`config.mk`:
```
export PLATFORM = sky130hd
export DESIGN_NAME = execute_stage_m_flat
export DESIGN_NICKNAME = d
export VERILOG_FILES = /design/src/rtl/rv_ex_pkg.sv /design/src/rtl/execute_stage_m_if.sv /design/src/rtl/muldiv_iter.sv /design/src/rtl/execute_stage_m.sv /design/src/flat_wrapper.sv
export SDC_FILE = /design/constraint.sdc
export NUM_CORES = 2
export LEC_CHECK = 0
export ABC_AREA = 1
export BUFFER_PORTS_ARGS = -buffer_cell sky130_fd_sc_hd__buf_2
export CORE_MARGIN = 4
export CORE_UTILIZATION = 35
export CTS_CLUSTER_SIZE = 28
export DETAILED_ROUTE_END_ITERATION = 8
export SLEW_MARGIN = 15
export SYNTH_ARGS = -nofsm -noshare
export SYNTH_HDL_FRONTEND = slang
export SYNTH_HIERARCHICAL = 1
export SYNTH_SLANG_ARGS = --single-unit
export TNS_END_PERCENT = 5
```
`constraint.sdc`:
```
create_clock -name clk -period 6.9 [get_ports clk]
set_clock_uncertainty 0.15 [all_clocks]
set_input_delay 0.69 -clock clk [delete_from_list [all_inputs] [get_ports clk]]
set_output_delay 0.69 -clock clk [all_outputs]
set_load 0.03 [all_outputs]
```
`src/rtl/rv_ex_pkg.sv`:
```
// Shared encodings for the execute stage: operand/forward selects, ALU classes
// and ops, M-extension funct3 codes and the mul/div sequencer states.
package rv_ex_pkg;

  localparam logic [1:0] OPA_RS1  = 2'b00;
  localparam logic [1:0] OPA_PC   = 2'b01;
  localparam logic [1:0] OPA_ZERO = 2'b10;

  localparam logic [1:0] FWD_RF    = 2'b00;
  localparam logic [1:0] FWD_EXMEM = 2'b01;
  localparam logic [1:0] FWD_MEMWB = 2'b10;

  localparam logic [1:0] ALUOP_ADD    = 2'b00;
  localparam logic [1:0] ALUOP_BRANCH = 2'b01;
  localparam logic [1:0] ALUOP_RTYPE  = 2'b10;
  localparam logic [1:0] ALUOP_ITYPE  = 2'b11;

  localparam logic [2:0] M_MUL    = 3'b000;
  localparam logic [2:0] M_MULH   = 3'b001;
  localparam logic [2:0] M_MULHSU = 3'b010;
  localparam logic [2:0] M_MULHU  = 3'b011;
  localparam logic [2:0] M_DIV    = 3'b100;
  localparam logic [2:0] M_DIVU   = 3'b101;
  localparam logic [2:0] M_REM    = 3'b110;
  localparam logic [2:0] M_REMU   = 3'b111;

  typedef enum logic [1:0] {
    MD_IDLE = 2'd0,
    MD_BUSY = 2'd1,
    MD_DONE = 2'd2
  } md_state_t;

  typedef enum logic [3:0] {
    ALU_ADD, ALU_SUB, ALU_SLL, ALU_SLT, ALU_SLTU,
    ALU_XOR, ALU_SRL, ALU_SRA, ALU_OR, ALU_AND
  } alu_op_t;

  // Upper funct3 bit separates divide/remainder from multiply.
  function automatic logic is_div_op(input logic [2:0] f3);
    return f3[2];
  endfunction

endpackage

```
`src/rtl/execute_stage_m_if.sv`:
```
// ID/EX inputs, forwarding inputs and EX/MEM + redirect outputs of the execute
// stage. master = pipeline/upstream side, slave = the execute stage itself.
interface execute_stage_m_if #(parameter int XLEN = 32);
  logic            ex_valid;
  logic            flush;
  logic            ex_RegWrite, ex_MemtoReg, ex_Branch, ex_Jump;
  logic            ex_MemRead, ex_MemWrite, ex_ALUSrc, ex_muldiv;
  logic [1:0]      ex_op_a_sel;
  logic [1:0]      ex_ALUOp;
  logic [XLEN-1:0] ex_read_data_1, ex_read_data_2, ex_immediate, ex_pc_plus_4;
  logic [4:0]      ex_rd;
  logic [2:0]      ex_funct3;
  logic [6:0]      ex_funct7;
  logic [1:0]      forward_a, forward_b;
  logic [XLEN-1:0] mem_alu_result, wb_alu_result;

  logic            ex_stall;
  logic            mem_valid_out, mem_RegWrite_out, mem_MemtoReg_out;
  logic            mem_MemWrite_out, mem_MemRead_out;
  logic [XLEN-1:0] mem_alu_result_out, mem_write_data_out;
  logic [4:0]      mem_rd_out;
  logic [2:0]      mem_funct3_out;
  logic [XLEN-1:0] branch_target_addr_out;
  logic            branch_taken_out;

  modport master (
    output ex_valid, flush, ex_RegWrite, ex_MemtoReg, ex_Branch, ex_Jump,
           ex_MemRead, ex_MemWrite, ex_ALUSrc, ex_muldiv, ex_op_a_sel, ex_ALUOp,
           ex_read_data_1, ex_read_data_2, ex_immediate, ex_pc_plus_4,
           ex_rd, ex_funct3, ex_funct7, forward_a, forward_b,
           mem_alu_result, wb_alu_result,
    input  ex_stall, mem_valid_out, mem_RegWrite_out, mem_MemtoReg_out,
           mem_MemWrite_out, mem_MemRead_out, mem_alu_result_out,
           mem_write_data_out, mem_rd_out, mem_funct3_out,
           branch_target_addr_out, branch_taken_out
  );

  modport slave (
    input  ex_valid, flush, ex_RegWrite, ex_MemtoReg, ex_Branch, ex_Jump,
           ex_MemRead, ex_MemWrite, ex_ALUSrc, ex_muldiv, ex_op_a_sel, ex_ALUOp,
           ex_read_data_1, ex_read_data_2, ex_immediate, ex_pc_plus_4,
           ex_rd, ex_funct3, ex_funct7, forward_a, forward_b,
           mem_alu_result, wb_alu_result,
    output ex_stall, mem_valid_out, mem_RegWrite_out, mem_MemtoReg_out,
           mem_MemWrite_out, mem_MemRead_out, mem_alu_result_out,
           mem_write_data_out, mem_rd_out, mem_funct3_out,
           branch_target_addr_out, branch_taken_out
  );
endinterface

```
`src/rtl/muldiv_iter.sv`:
```
// Iterative M-extension unit: XLEN-cycle shift-add multiply / restoring divide
// on magnitudes, with sign fix-up applied combinationally in the DONE state.
module muldiv_iter
  import rv_ex_pkg::*;
#(
  parameter int XLEN  = 32,
  parameter int CNT_W = $clog2(XLEN) + 1
) (
  input  logic            clk,
  input  logic            rst,
  input  logic            start,
  input  logic            flush,
  input  logic [2:0]      op,
  input  logic [XLEN-1:0] src_a,
  input  logic [XLEN-1:0] src_b,
  input  logic [4:0]      rd,
  output logic            busy,
  output logic            done,
  output logic [XLEN-1:0] result,
  output logic [4:0]      result_rd
);

  localparam logic [CNT_W-1:0] LAST_CNT = CNT_W'(XLEN - 1);

  md_state_t         state_reg, state_next;
  logic [CNT_W-1:0]  cnt_reg;
  logic [XLEN-1:0]   hi_reg, lo_reg, b_reg;
  logic [2:0]        op_reg;
  logic [4:0]        rd_reg;
  logic              a_neg_reg, b_neg_reg, b_zero_reg;

  logic              a_signed, b_signed, a_neg, b_neg;
  logic [XLEN-1:0]   a_mag, b_mag;
  logic [XLEN:0]     mul_sum;
  logic [XLEN:0]     div_shift;
  logic [XLEN-1:0]   div_diff;
  logic              div_fit;
  logic [2*XLEN-1:0] prod, prod_fix;
  logic [XLEN-1:0]   quo, rem;

  always_comb begin
    a_signed = 1'b0;
    b_signed = 1'b0;
    case (op)
      M_MUL, M_MULH, M_DIV, M_REM: begin
        a_signed = 1'b1;
        b_signed = 1'b1;
      end
      M_MULHSU: a_signed = 1'b1;
      default: ;
    endcase
  end

  assign a_neg = a_signed & src_a[XLEN-1];
  assign b_neg = b_signed & src_b[XLEN-1];
  assign a_mag = a_neg ? -src_a : src_a;
  assign b_mag = b_neg ? -src_b : src_b;

  // lo holds the multiplier (mul) or the dividend draining into the quotient (div).
  assign mul_sum   = {1'b0, hi_reg} + (lo_reg[0] ? {1'b0, b_reg} : '0);
  assign div_shift = {hi_reg, lo_reg[XLEN-1]};
  assign div_fit   = div_shift >= {1'b0, b_reg};
  assign div_diff  = div_shift[XLEN-1:0] - b_reg;

  always_comb begin
    state_next = state_reg;
    busy       = 1'b0;
    done       = 1'b0;
    case (state_reg)
      MD_IDLE: begin
        if (start) begin
          state_next = MD_BUSY;
          busy       = 1'b1;
        end
      end
      MD_BUSY: begin
        busy = 1'b1;
        if (cnt_reg == LAST_CNT) state_next = MD_DONE;
      end
      MD_DONE: begin
        done       = 1'b1;
        state_next = MD_IDLE;
      end
      default: state_next = MD_IDLE;
    endcase
    if (flush) state_next = MD_IDLE;
  end

  always_ff @(posedge clk or posedge rst) begin
    if (rst) begin
      state_reg  <= MD_IDLE;
      cnt_reg    <= '0;
      hi_reg     <= '0;
      lo_reg     <= '0;
      b_reg      <= '0;
      op_reg     <= '0;
      rd_reg     <= '0;
      a_neg_reg  <= 1'b0;
      b_neg_reg  <= 1'b0;
      b_zero_reg <= 1'b0;
    end else begin
      state_reg <= state_next;
      if (state_reg == MD_IDLE && start) begin
        cnt_reg    <= '0;
        hi_reg     <= '0;
        lo_reg     <= a_mag;
        b_reg      <= b_mag;
        op_reg     <= op;
        rd_reg     <= rd;
        a_neg_reg  <= a_neg;
        b_neg_reg  <= b_neg;
        b_zero_reg <= (src_b == '0);
      end else if (state_reg == MD_BUSY) begin
        cnt_reg <= cnt_reg + CNT_W'(1);
        if (is_div_op(op_reg)) begin
          hi_reg <= div_fit ? div_diff : div_shift[XLEN-1:0];
          lo_reg <= {lo_reg[XLEN-2:0], div_fit};
        end else begin
          hi_reg <= mul_sum[XLEN:1];
          lo_reg <= {mul_sum[0], lo_reg[XLEN-1:1]};
        end
      end
    end
  end

  // Divide-by-zero quotient is forced to all-ones; the remainder naturally
  // equals the dividend. Signed overflow falls out of the magnitude path.
  assign prod     = {hi_reg, lo_reg};
  assign prod_fix = (a_neg_reg ^ b_neg_reg) ? -prod : prod;
  assign quo      = b_zero_reg ? '1 : ((a_neg_reg ^ b_neg_reg) ? -lo_reg : lo_reg);
  assign rem      = a_neg_reg ? -hi_reg : hi_reg;

  always_comb begin
    case (op_reg)
      M_MUL:                     result = prod_fix[XLEN-1:0];
      M_MULH, M_MULHSU, M_MULHU: result = prod_fix[2*XLEN-1:XLEN];
      M_DIV, M_DIVU:             result = quo;
      default:                   result = rem;
    endcase
  end

  assign result_rd = rd_reg;

endmodule

```
`src/rtl/execute_stage_m.sv`:
```
// RV execute stage with forwarding, ALU/branch/jump, iterative M-extension and
// a registered EX/MEM boundary. Define FAST_MUL_EN for single-cycle MUL* ops.
module execute_stage_m
  import rv_ex_pkg::*;
#(
  parameter int XLEN  = 32,
  parameter int CNT_W = $clog2(XLEN) + 1
) (
  input  logic              clk,
  input  logic              rst,
  execute_stage_m_if.slave  bus
);

  localparam int SHW = $clog2(XLEN);

  logic [XLEN-1:0] fwd_a, fwd_b, alu_a, alu_b, alu_result, ex_pc;
  logic [SHW-1:0]  shamt;
  alu_op_t         alu_op;
  logic            alu_zero, branch_cond, alt_funct7;
  logic            commit, md_start, md_busy, md_done;
  logic [XLEN-1:0] md_result;
  logic [4:0]      md_rd;
  logic            fast_mul;
  logic [XLEN-1:0] fast_result;

  logic            mem_valid_reg, mem_regwrite_reg, mem_memtoreg_reg;
  logic            mem_memwrite_reg, mem_memread_reg;
  logic [XLEN-1:0] mem_alu_result_reg, mem_write_data_reg, ex_result;
  logic [4:0]      mem_rd_reg;
  logic [2:0]      mem_funct3_reg;

  always_comb begin
    case (bus.forward_a)
      FWD_EXMEM: fwd_a = bus.mem_alu_result;
      FWD_MEMWB: fwd_a = bus.wb_alu_result;
      default:   fwd_a = bus.ex_read_data_1;
    endcase
    case (bus.forward_b)
      FWD_EXMEM: fwd_b = bus.mem_alu_result;
      FWD_MEMWB: fwd_b = bus.wb_alu_result;
      default:   fwd_b = bus.ex_read_data_2;
    endcase
  end

  assign ex_pc = bus.ex_pc_plus_4 - XLEN'(4);

  always_comb begin
    case (bus.ex_op_a_sel)
      OPA_PC:   alu_a = ex_pc;
      OPA_ZERO: alu_a = '0;
      default:  alu_a = fwd_a;
    endcase
  end

  assign alu_b = bus.ex_ALUSrc ? bus.ex_immediate : fwd_b;
  assign shamt = alu_b[SHW-1:0];

  // R-type uses the full funct7 for SUB/SRA; I-type SRAI leaves bit 0 to shamt on RV64.
  assign alt_funct7 = (bus.ex_ALUOp == ALUOP_RTYPE) ? (bus.ex_funct7 == 7'b0100000)
                                                    : (bus.ex_funct7[6:1] == 6'b010000);

  always_comb begin
    alu_op = ALU_ADD;
    case (bus.ex_ALUOp)
      ALUOP_BRANCH: begin
        case (bus.ex_funct3[2:1])
          2'b10:   alu_op = ALU_SLT;
          2'b11:   alu_op = ALU_SLTU;
          default: alu_op = ALU_SUB;
        endcase
      end
      ALUOP_RTYPE, ALUOP_ITYPE: begin
        case (bus.ex_funct3)
          3'b000: alu_op = (bus.ex_ALUOp == ALUOP_RTYPE && alt_funct7) ? ALU_SUB : ALU_ADD;
          3'b001: alu_op = ALU_SLL;
          3'b010: alu_op = ALU_SLT;
          3'b011: alu_op = ALU_SLTU;
          3'b100: alu_op = ALU_XOR;
          3'b101: alu_op = alt_funct7 ? ALU_SRA : ALU_SRL;
          3'b110: alu_op = ALU_OR;
          default: alu_op = ALU_AND;
        endcase
      end
      default: alu_op = ALU_ADD;
    endcase
  end

  always_comb begin
    case (alu_op)
      ALU_SUB:  alu_result = alu_a - alu_b;
      ALU_SLL:  alu_result = alu_a << shamt;
      ALU_SLT:  alu_result = XLEN'($signed(alu_a) < $signed(alu_b));
      ALU_SLTU: alu_result = XLEN'(alu_a < alu_b);
      ALU_XOR:  alu_result = alu_a ^ alu_b;
      ALU_SRL:  alu_result = alu_a >> shamt;
      ALU_SRA:  alu_result = $signed(alu_a) >>> shamt;
      ALU_OR:   alu_result = alu_a | alu_b;
      ALU_AND:  alu_result = alu_a & alu_b;
      default:  alu_result = alu_a + alu_b;
    endcase
  end

  assign alu_zero = (alu_result == '0);

  always_comb begin
    case (bus.ex_funct3)
      3'b000:         branch_cond = alu_zero;
      3'b001:         branch_cond = ~alu_zero;
      3'b100, 3'b110: branch_cond = alu_result[0];
      3'b101, 3'b111: branch_cond = ~alu_result[0];
      default:        branch_cond = 1'b0;
    endcase
  end

  assign bus.branch_taken_out = ((bus.ex_Branch & branch_cond) | bus.ex_Jump) &
                                bus.ex_valid & ~md_busy & ~bus.flush;
  assign bus.branch_target_addr_out = bus.ex_Jump ? {alu_result[XLEN-1:1], 1'b0}
                                                  : ex_pc + bus.ex_immediate;

`ifdef FAST_MUL_EN
  logic            fm_a_sx, fm_b_sx;
  logic [2*XLEN-1:0] fm_a, fm_b, fm_prod;
  assign fast_mul = bus.ex_muldiv & ~is_div_op(bus.ex_funct3);
  assign fm_a_sx  = (bus.ex_funct3 != M_MULHU) & fwd_a[XLEN-1];
  assign fm_b_sx  = ((bus.ex_funct3 == M_MUL) | (bus.ex_funct3 == M_MULH)) & fwd_b[XLEN-1];
  assign fm_a     = {{XLEN{fm_a_sx}}, fwd_a};
  assign fm_b     = {{XLEN{fm_b_sx}}, fwd_b};
  assign fm_prod  = fm_a * fm_b;
  assign fast_result = (bus.ex_funct3 == M_MUL) ? fm_prod[XLEN-1:0] : fm_prod[2*XLEN-1:XLEN];
`else
  assign fast_mul    = 1'b0;
  assign fast_result = '0;
`endif

  assign md_start = bus.ex_valid & bus.ex_muldiv & ~bus.flush & ~fast_mul;

  muldiv_iter #(
    .XLEN  (XLEN),
    .CNT_W (CNT_W)
  ) u_muldiv (
    .clk       (clk),
    .rst       (rst),
    .start     (md_start),
    .flush     (bus.flush),
    .op        (bus.ex_funct3),
    .src_a     (fwd_a),
    .src_b     (fwd_b),
    .rd        (bus.ex_rd),
    .busy      (md_busy),
    .done      (md_done),
    .result    (md_result),
    .result_rd (md_rd)
  );

  assign bus.ex_stall = md_busy;
  assign commit       = bus.ex_valid & ~bus.flush;

  always_comb begin
    if (md_done)          ex_result = md_result;
    else if (bus.ex_Jump) ex_result = bus.ex_pc_plus_4;
    else if (fast_mul)    ex_result = fast_result;
    else                  ex_result = alu_result;
  end

  // A stalled cycle loads a bubble so the frozen instruction is not duplicated.
  always_ff @(posedge clk or posedge rst) begin
    if (rst) begin
      mem_valid_reg      <= 1'b0;
      mem_regwrite_reg   <= 1'b0;
      mem_memtoreg_reg   <= 1'b0;
      mem_memwrite_reg   <= 1'b0;
      mem_memread_reg    <= 1'b0;
      mem_alu_result_reg <= '0;
      mem_write_data_reg <= '0;
      mem_rd_reg         <= '0;
      mem_funct3_reg     <= '0;
    end else if (md_busy) begin
      mem_valid_reg    <= 1'b0;
      mem_regwrite_reg <= 1'b0;
      mem_memtoreg_reg <= 1'b0;
      mem_memwrite_reg <= 1'b0;
      mem_memread_reg  <= 1'b0;
    end else begin
      mem_valid_reg      <= commit;
      mem_regwrite_reg   <= commit & bus.ex_RegWrite;
      mem_memtoreg_reg   <= commit & bus.ex_MemtoReg;
      mem_memwrite_reg   <= commit & bus.ex_MemWrite;
      mem_memread_reg    <= commit & bus.ex_MemRead;
      mem_alu_result_reg <= ex_result;
      mem_write_data_reg <= fwd_b;
      mem_rd_reg         <= md_done ? md_rd : bus.ex_rd;
      mem_funct3_reg     <= bus.ex_funct3;
    end
  end

  assign bus.mem_valid_out      = mem_valid_reg;
  assign bus.mem_RegWrite_out   = mem_regwrite_reg;
  assign bus.mem_MemtoReg_out   = mem_memtoreg_reg;
  assign bus.mem_MemWrite_out   = mem_memwrite_reg;
  assign bus.mem_MemRead_out    = mem_memread_reg;
  assign bus.mem_alu_result_out = mem_alu_result_reg;
  assign bus.mem_write_data_out = mem_write_data_reg;
  assign bus.mem_rd_out         = mem_rd_reg;
  assign bus.mem_funct3_out     = mem_funct3_reg;

endmodule

```
`src/flat_wrapper.sv`:
```
// flat-port wrapper written by rule: the top's interface ports become plain ports
module execute_stage_m_flat import rv_ex_pkg::*;
#(
  parameter int XLEN  = 32,
  parameter int CNT_W = $clog2(XLEN) + 1
)
  (clk, rst, bus_ex_valid, bus_flush, bus_ex_RegWrite, bus_ex_MemtoReg, bus_ex_Branch, bus_ex_Jump, bus_ex_MemRead, bus_ex_MemWrite, bus_ex_ALUSrc, bus_ex_muldiv, bus_ex_op_a_sel, bus_ex_ALUOp, bus_ex_read_data_1, bus_ex_read_data_2, bus_ex_immediate, bus_ex_pc_plus_4, bus_ex_rd, bus_ex_funct3, bus_ex_funct7, bus_forward_a, bus_forward_b, bus_mem_alu_result, bus_wb_alu_result, bus_ex_stall, bus_mem_valid_out, bus_mem_RegWrite_out, bus_mem_MemtoReg_out, bus_mem_MemWrite_out, bus_mem_MemRead_out, bus_mem_alu_result_out, bus_mem_write_data_out, bus_mem_rd_out, bus_mem_funct3_out, bus_branch_target_addr_out, bus_branch_taken_out);
  execute_stage_m_if #(.XLEN(XLEN)) bus_i ();
  input  logic clk;
  input  logic rst;
  input wire logic [$bits(bus_i.ex_valid)-1:0] bus_ex_valid;
  input wire logic [$bits(bus_i.flush)-1:0] bus_flush;
  input wire logic [$bits(bus_i.ex_RegWrite)-1:0] bus_ex_RegWrite;
  input wire logic [$bits(bus_i.ex_MemtoReg)-1:0] bus_ex_MemtoReg;
  input wire logic [$bits(bus_i.ex_Branch)-1:0] bus_ex_Branch;
  input wire logic [$bits(bus_i.ex_Jump)-1:0] bus_ex_Jump;
  input wire logic [$bits(bus_i.ex_MemRead)-1:0] bus_ex_MemRead;
  input wire logic [$bits(bus_i.ex_MemWrite)-1:0] bus_ex_MemWrite;
  input wire logic [$bits(bus_i.ex_ALUSrc)-1:0] bus_ex_ALUSrc;
  input wire logic [$bits(bus_i.ex_muldiv)-1:0] bus_ex_muldiv;
  input wire logic [$bits(bus_i.ex_op_a_sel)-1:0] bus_ex_op_a_sel;
  input wire logic [$bits(bus_i.ex_ALUOp)-1:0] bus_ex_ALUOp;
  input wire logic [$bits(bus_i.ex_read_data_1)-1:0] bus_ex_read_data_1;
  input wire logic [$bits(bus_i.ex_read_data_2)-1:0] bus_ex_read_data_2;
  input wire logic [$bits(bus_i.ex_immediate)-1:0] bus_ex_immediate;
  input wire logic [$bits(bus_i.ex_pc_plus_4)-1:0] bus_ex_pc_plus_4;
  input wire logic [$bits(bus_i.ex_rd)-1:0] bus_ex_rd;
  input wire logic [$bits(bus_i.ex_funct3)-1:0] bus_ex_funct3;
  input wire logic [$bits(bus_i.ex_funct7)-1:0] bus_ex_funct7;
  input wire logic [$bits(bus_i.forward_a)-1:0] bus_forward_a;
  input wire logic [$bits(bus_i.forward_b)-1:0] bus_forward_b;
  input wire logic [$bits(bus_i.mem_alu_result)-1:0] bus_mem_alu_result;
  input wire logic [$bits(bus_i.wb_alu_result)-1:0] bus_wb_alu_result;
  output wire logic [$bits(bus_i.ex_stall)-1:0] bus_ex_stall;
  output wire logic [$bits(bus_i.mem_valid_out)-1:0] bus_mem_valid_out;
  output wire logic [$bits(bus_i.mem_RegWrite_out)-1:0] bus_mem_RegWrite_out;
  output wire logic [$bits(bus_i.mem_MemtoReg_out)-1:0] bus_mem_MemtoReg_out;
  output wire logic [$bits(bus_i.mem_MemWrite_out)-1:0] bus_mem_MemWrite_out;
  output wire logic [$bits(bus_i.mem_MemRead_out)-1:0] bus_mem_MemRead_out;
  output wire logic [$bits(bus_i.mem_alu_result_out)-1:0] bus_mem_alu_result_out;
  output wire logic [$bits(bus_i.mem_write_data_out)-1:0] bus_mem_write_data_out;
  output wire logic [$bits(bus_i.mem_rd_out)-1:0] bus_mem_rd_out;
  output wire logic [$bits(bus_i.mem_funct3_out)-1:0] bus_mem_funct3_out;
  output wire logic [$bits(bus_i.branch_target_addr_out)-1:0] bus_branch_target_addr_out;
  output wire logic [$bits(bus_i.branch_taken_out)-1:0] bus_branch_taken_out;
  assign bus_i.ex_valid = bus_ex_valid;
  assign bus_i.flush = bus_flush;
  assign bus_i.ex_RegWrite = bus_ex_RegWrite;
  assign bus_i.ex_MemtoReg = bus_ex_MemtoReg;
  assign bus_i.ex_Branch = bus_ex_Branch;
  assign bus_i.ex_Jump = bus_ex_Jump;
  assign bus_i.ex_MemRead = bus_ex_MemRead;
  assign bus_i.ex_MemWrite = bus_ex_MemWrite;
  assign bus_i.ex_ALUSrc = bus_ex_ALUSrc;
  assign bus_i.ex_muldiv = bus_ex_muldiv;
  assign bus_i.ex_op_a_sel = bus_ex_op_a_sel;
  assign bus_i.ex_ALUOp = bus_ex_ALUOp;
  assign bus_i.ex_read_data_1 = bus_ex_read_data_1;
  assign bus_i.ex_read_data_2 = bus_ex_read_data_2;
  assign bus_i.ex_immediate = bus_ex_immediate;
  assign bus_i.ex_pc_plus_4 = bus_ex_pc_plus_4;
  assign bus_i.ex_rd = bus_ex_rd;
  assign bus_i.ex_funct3 = bus_ex_funct3;
  assign bus_i.ex_funct7 = bus_ex_funct7;
  assign bus_i.forward_a = bus_forward_a;
  assign bus_i.forward_b = bus_forward_b;
  assign bus_i.mem_alu_result = bus_mem_alu_result;
  assign bus_i.wb_alu_result = bus_wb_alu_result;
  assign bus_ex_stall = bus_i.ex_stall;
  assign bus_mem_valid_out = bus_i.mem_valid_out;
  assign bus_mem_RegWrite_out = bus_i.mem_RegWrite_out;
  assign bus_mem_MemtoReg_out = bus_i.mem_MemtoReg_out;
  assign bus_mem_MemWrite_out = bus_i.mem_MemWrite_out;
  assign bus_mem_MemRead_out = bus_i.mem_MemRead_out;
  assign bus_mem_alu_result_out = bus_i.mem_alu_result_out;
  assign bus_mem_write_data_out = bus_i.mem_write_data_out;
  assign bus_mem_rd_out = bus_i.mem_rd_out;
  assign bus_mem_funct3_out = bus_i.mem_funct3_out;
  assign bus_branch_target_addr_out = bus_i.branch_target_addr_out;
  assign bus_branch_taken_out = bus_i.branch_taken_out;
  execute_stage_m #(.XLEN(XLEN), .CNT_W(CNT_W)) u_core (.clk(clk), .rst(rst), .bus(bus_i));
endmodule
```
## Word-level counts from Yosys, hierarchy flattened

Index checks and enable logic that the tools add are counted.

- Bits of input ports: 227
- Memory bits (writable): 0
- Memories: 0
- Bits in latches: 0
- ROM bits: 0
- Output and inout bits: 111
- Register bits after elaboration: 192

- $mul: 0
- Add/subtract/negate cells: 12
- Div/mod/pow operators: 0
- Magnitude comparators: 3
- Bitwise gates (word level): 22
- Reduce and logical (&&, ||, !) cells: 16
- Shift-type cells: 3
- Muxes and demuxes: 47
- Equal/unequal tests: 39

Operators with widths:

| kind | number |
|---|---|
| 32-bit two-way mux | 17 |
| 32-bit case mux with 9 select lines | 1 |
| 32-bit case mux with 2 select lines | 3 |
| 32-bit negation | 4 |
| 32-bit case mux with 3 select lines | 1 |
| 32-bit adder | 2 |
| 32-bit zero test | 2 |
| 32-bit < comparator | 2 |
| 64-bit two-way mux | 1 |
| 64-bit negation | 1 |
| 32-bit subtractor | 2 |
| 32-bit by 32-bit adder with 33-bit output | 1 |
| 33-bit by 32-bit greater-or-equal comparator with 1-bit output | 1 |
| 32-bit bitwise AND | 1 |
| 32-bit OR | 1 |
| 32-bit by 5-bit left shift with 32-bit output | 1 |
| 32-bit by 5-bit right shift with 32-bit output | 1 |
| 32-bit by 5-bit >>> shifter with 32-bit output | 1 |
| 32-bit by 3-bit subtractor with 32-bit output (second input constant) | 1 |
| 32-bit XOR | 1 |
| 4-bit case mux with 7 select lines | 1 |
| 3-bit equality test (second input constant) | 6 |
| 2-bit equality test (second input constant) | 8 |
| 4-bit by 3-bit equality test with 1-bit output (second input constant) | 4 |
| 32 further kinds | 78 |

## Longest topological paths before layout

- Word-level depth: 16
- Depth in mapped cells: 35
- Mapped depth without buffers: 34

## Modules after synthesis

Netlist, hierarchy kept.

By module, submodules not included:

| module | area each (µm²) | sequential area each (µm²) | instances | cells each |
|---|---|---|---|---|
| execute_stage_m | 18466.5 | 1926.8 | 1 | 3462 |
| muldiv_iter | 16030.4 | 2877.8 | 1 | 2932 |

## Least setup slack after synthesis

No wires, ideal clock.

- Path type: input port to output port
- Start: in bus_forward_b[0]
- End: out bus_branch_taken_out
- Stages on the path: 34
- Data arrival time: 4716 ps
- Path slack: 1344 ps
- Required time: 6060 ps
- Cells stage by stage: inv_1 ha_1 inv_1 buf_2 nand2_1 nand3_1 nand2_1 buf_2 buf_2 buf_2 ha_1 buf_2 inv_1 a21oi_1 nand2_1 nand2_1 o211ai_1 a21oi_1 inv_1 nand3_1 nand3_1 nand2_1 nand2_1 o21ai_0 a21oi_1 nor2_1 nand2_1 nor2_1 nand2_1 nor2_2 nand3_1 nand3_1 nand2_1 a21oi_2

- Longest elaborated chain between the ends: 13

Ends and longest elaborated chain:

| what | line | source |
|---|---|---|
| from (decl) | flat_wrapper.sv:31 | `input wire logic [$bits(bus_i.forward_b)-1:0] bus_forward_b;` |
| 2-bit equality test / 2-bit by 1-bit equality test with 1-bit output (equally long branches) | execute_stage_m.sv:38 | `case (bus.forward_b)` |
| 32-bit case mux with 2 select lines * | execute_stage_m.sv:38 |  |
| 32-bit two-way mux * | execute_stage_m.sv:55 | `assign alu_b = bus.ex_ALUSrc ? bus.ex_immediate : fwd_b;` |
| 32-bit adder, or another cell as far along | execute_stage_m.sv:99 | `default: alu_result = alu_a + alu_b;` |
| 32-bit case mux with 9 select lines * | execute_stage_m.sv:89 | `case (alu_op)` |
| 32-bit zero test | execute_stage_m.sv:103 | `assign alu_zero = (alu_result == '0);` |
| 1-bit NOT | execute_stage_m.sv:108 | `3'b001: branch_cond = ~alu_zero;` |
| 1-bit case mux with 4 select lines * | execute_stage_m.sv:106 | `case (bus.ex_funct3)` |
| 1-bit bitwise AND * | execute_stage_m.sv:115 | `assign bus.branch_taken_out = ((bus.ex_Branch & branch_cond) \| bus.ex_Jump) &` |
| 1-bit OR * | execute_stage_m.sv:115 |  |
| 1-bit bitwise AND * | execute_stage_m.sv:115 |  |
| 1-bit bitwise AND * (2 in a row) | execute_stage_m.sv:116 | `bus.ex_valid & ~md_busy & ~bus.flush;` |
| to (decl) | flat_wrapper.sv:45 | `output wire logic [$bits(bus_i.branch_taken_out)-1:0] bus_branch_taken_out;` |

Mark *: on every way between the ends. The rest lies on a longest branch, timed or not.

## Final worst setup path

Same ends and word-level chain as after synthesis.

==> out/metrics.cfg <==
[clocking]
postCtsSetupRepairBufs=0
cts_sinks=192
insertion_delay_ps=510
ctsHoldBuffers=0
cts_tree=yes
htree_levels=4
path_clk_slew_ps=80
cts_buffers=17
cts.root.buffer_cell=clkbuf_16
cts_buffer_depth=2

[yosys]
synth_fp_nets=6829
synth_enable_flop_cells=0
ys_ff_latch=192
ys.flop_type=dfrtp_1
ys_async_sr_fraction=1.00
syn_area_per_cell_um2=5.40
syn_inst=6394
synthesis.area_mm2=0.0345
yosys_warnings=6
yosysSeqAreaShare=0.139
synth_cell_types=61

[sta]
slew_viol_final=0
finalCritPeriodShare=0.986
hold_viol=0
finalSetupViolations=0
max_freq_mhz=147
timing.slew.headroom=0.179
rsz0062_at_grt=false
worst_pin_slew_ps=1220
period_minus_slack_ps=6800

[place]
place_hpwl_mm=194
dpl.cell_count=8209
portBuffers=337
place.gp.congestion=1.09
placed_area_mm2=0.0404

[route]
drtIter0Drc=5966
postRouteAntennaNets=0
viasPerCell=5.77
wire_per_inst_um=28.0
drc=0
vias=47600
routed_wl_mm=231
dr.pass1.iters=7

[global_route]
grt_pass1_vias=44400
grt.busiest_layer=met2
grt_pass1_wl_mm=320
grt_max_degree=89
grt_usage=0.428
grt.met1_usage=0.524
grt_overflow=0
grtUsageMet3=0.0754
grt_use_met2=0.672
antenna_found_initial=17

[setup_path]
startpoint_type=input port
critPathKind=in2out
crit_path_top_delay_cell=o21ai_0
critPathTopFamily=compound AO/OA/AOI/OAI gates
crit_fanout=28
cpPeakStageDelay_ps=850
critPathBufInv=6
cp.arrival_ps=5960
cp.required_ps=6060
end_kind=output pin

[layout]
final_common_cell=nand2_1
area_growth_pct=19.3
fillCellCount=11000
drive_gt1_frac=0.139
nets=7387
final_cell_mix=1946 x nand2_1, 821 x inv_1, 802 x nand3_1
fin_area_mm2=0.0411
instances_no_fill=8251

[floorplan]
die_w_um=322
die_h_um=322
rows=114
core-area_mm2=0.0973
start_util=0.355
ios=338
dieArea_mm2=0.104

[power_and_ir_drop]
power_density_mw_per_mm2=396
peakVddDrop_mv=0.302
p_leak_nw=21.9

[hold_path]
hp-class=in2async

[flow_run]
max_cap_violations=0

[run_status]
status=finished, final reports clean

## what timing repair did
action                                  4_1_cts  5_1_grt
endpoints found under the hold margin         0        0
pin swaps                                     0        0
gates resized for setup                       3       39
endpoints found under the setup margin        1        1
## logic make-up (layout without fill, tap and decap cells)
group	count (synthesis)	count (layout)	share of synthesized area
and+or+nand+nor	3676	3676	0.454
buffers and inverters	1117	1688	0.126
AOI/OAI and AO/OA	1070	1070	0.172
adders and majority gates	208	208	0.0765
DFF	192	192	0.139
xor gates and xnor gates	130	130	0.0330
muxes	1	1	0.000326
other	0	10	0
## report_power, final
group | leakage, nW | total [mW] | switching [mW] | internal (mW)
Clock | 0.307 | 1.11 | 0.582 | 0.529
Sequential | 2.34 | 2.40 | 0.729 | 1.67
Combinational | 19.3 | 12.8 | 9.01 | 3.77
Total | 21.9 | 16.3 | 10.3 | 5.97
## stage by stage
step / setup WS (ps) / utilization / power [mW] / TNS [ps] / hold slack, ps
5_1_grt: 8.38 / 0.423 / 17.3 / 0 / 122
2_1_floorplan: 1340 / - / 9.75 / 0 / 299
6_report: 99.0 / 0.423 / 16.3 / 0 / 91.6
3_3_place_gp: -197 / 0.415 / 14.7 / -197 / 309
3_5_place_dp: -144 / 0.415 / 14.7 / -144 / 318
4_1_cts: 30.0 / 0.422 / 15.9 / 0 / 84.6
## layout make-up
cell class,instances,area (um2),area share
Antenna cell,10,25.0,0.000608
Clock buffer,17,425,0.0103
Clock inverter,15,208,0.00505
Inverter,864,3250,0.0790
Multi-Input combinational cell,5085,25500,0.620
Sequential cell,192,4810,0.117
Tap cell,1276,1600,0.0388
Timing Repair Buffer,792,5330,0.129
## final timing paths
| check | start | to | slack (ps) | cells after the start |
|---|---|---|---|---|
| max in group asynchronous | rst | u_core/u_muldiv/b_reg[11] | 4990 | 3 |
| hold reg to reg | u_core/bus.mem_alu_result_out[7] | u_core/bus.mem_alu_result_out[7] | 330 | 2 |
| min in group clk | bus_ex_MemWrite | u_core/bus.mem_MemWrite_out | 230 | 3 |
| setup reg to reg | u_core/u_muldiv/op_reg[2] | u_core/bus.mem_alu_result_out[31] | 2560 | 6 |
| setup / recovery | bus_forward_b[0] | bus_branch_taken_out | 100 | 25 |
| hold / removal | rst | u_core/bus.mem_write_data_out[31] | 90 | 2 |
## synthesized netlist by cell type, drive strengths merged, types with 5 or more instances
library cell / instances / area, um2
buf: 103 / 529
a31oi: 18 / 113
o21bai: 28 / 214
o21a: 7 / 52.6
a221oi: 6 / 52.6
nand4: 110 / 688
o221ai: 5 / 43.8
fa: 5 / 100
xor2: 101 / 885
clkinv: 9 / 33.8
xnor2: 29 / 254
a22oi: 24 / 194
nand3b: 31 / 233
o211ai: 32 / 240
a21boi: 11 / 82.6
clkbuf: 150 / 563
a21o: 9 / 67.6
a221o: 25 / 250
o22ai: 9 / 56.3
nand3: 818 / 4150
nor2: 644 / 2530
ha: 203 / 2540
nand2: 1967 / 7440
a211oi: 5 / 37.5
or2: 20 / 125
inv: 855 / 3210
nor4: 15 / 100
dfrtp: 192 / 4800
o21ai: 529 / 2660
a21oi: 351 / 1760
nor3: 60 / 310
## layer usage
| metal | vias to the layer above | share of wire |
|---|---|---|
| met5 | - | 0.00011 |
| met3 | 559 | 0.090 |
| met1 | 22400 | 0.38 |
| met2 | 2718 | 0.43 |
| met4 | 4 | 0.091 |
| li1 | 21900 | - |
## worst register-to-register path, stage by stage (launching register included)
cell and delay, ps:
dfrtp_2 630, nand2_1 610, clkinv_1 1000, nand3_1 380, nand3_1 240, o21ai_0 1010
o21ai_0 170
Power figures use the tool's default switching activity.
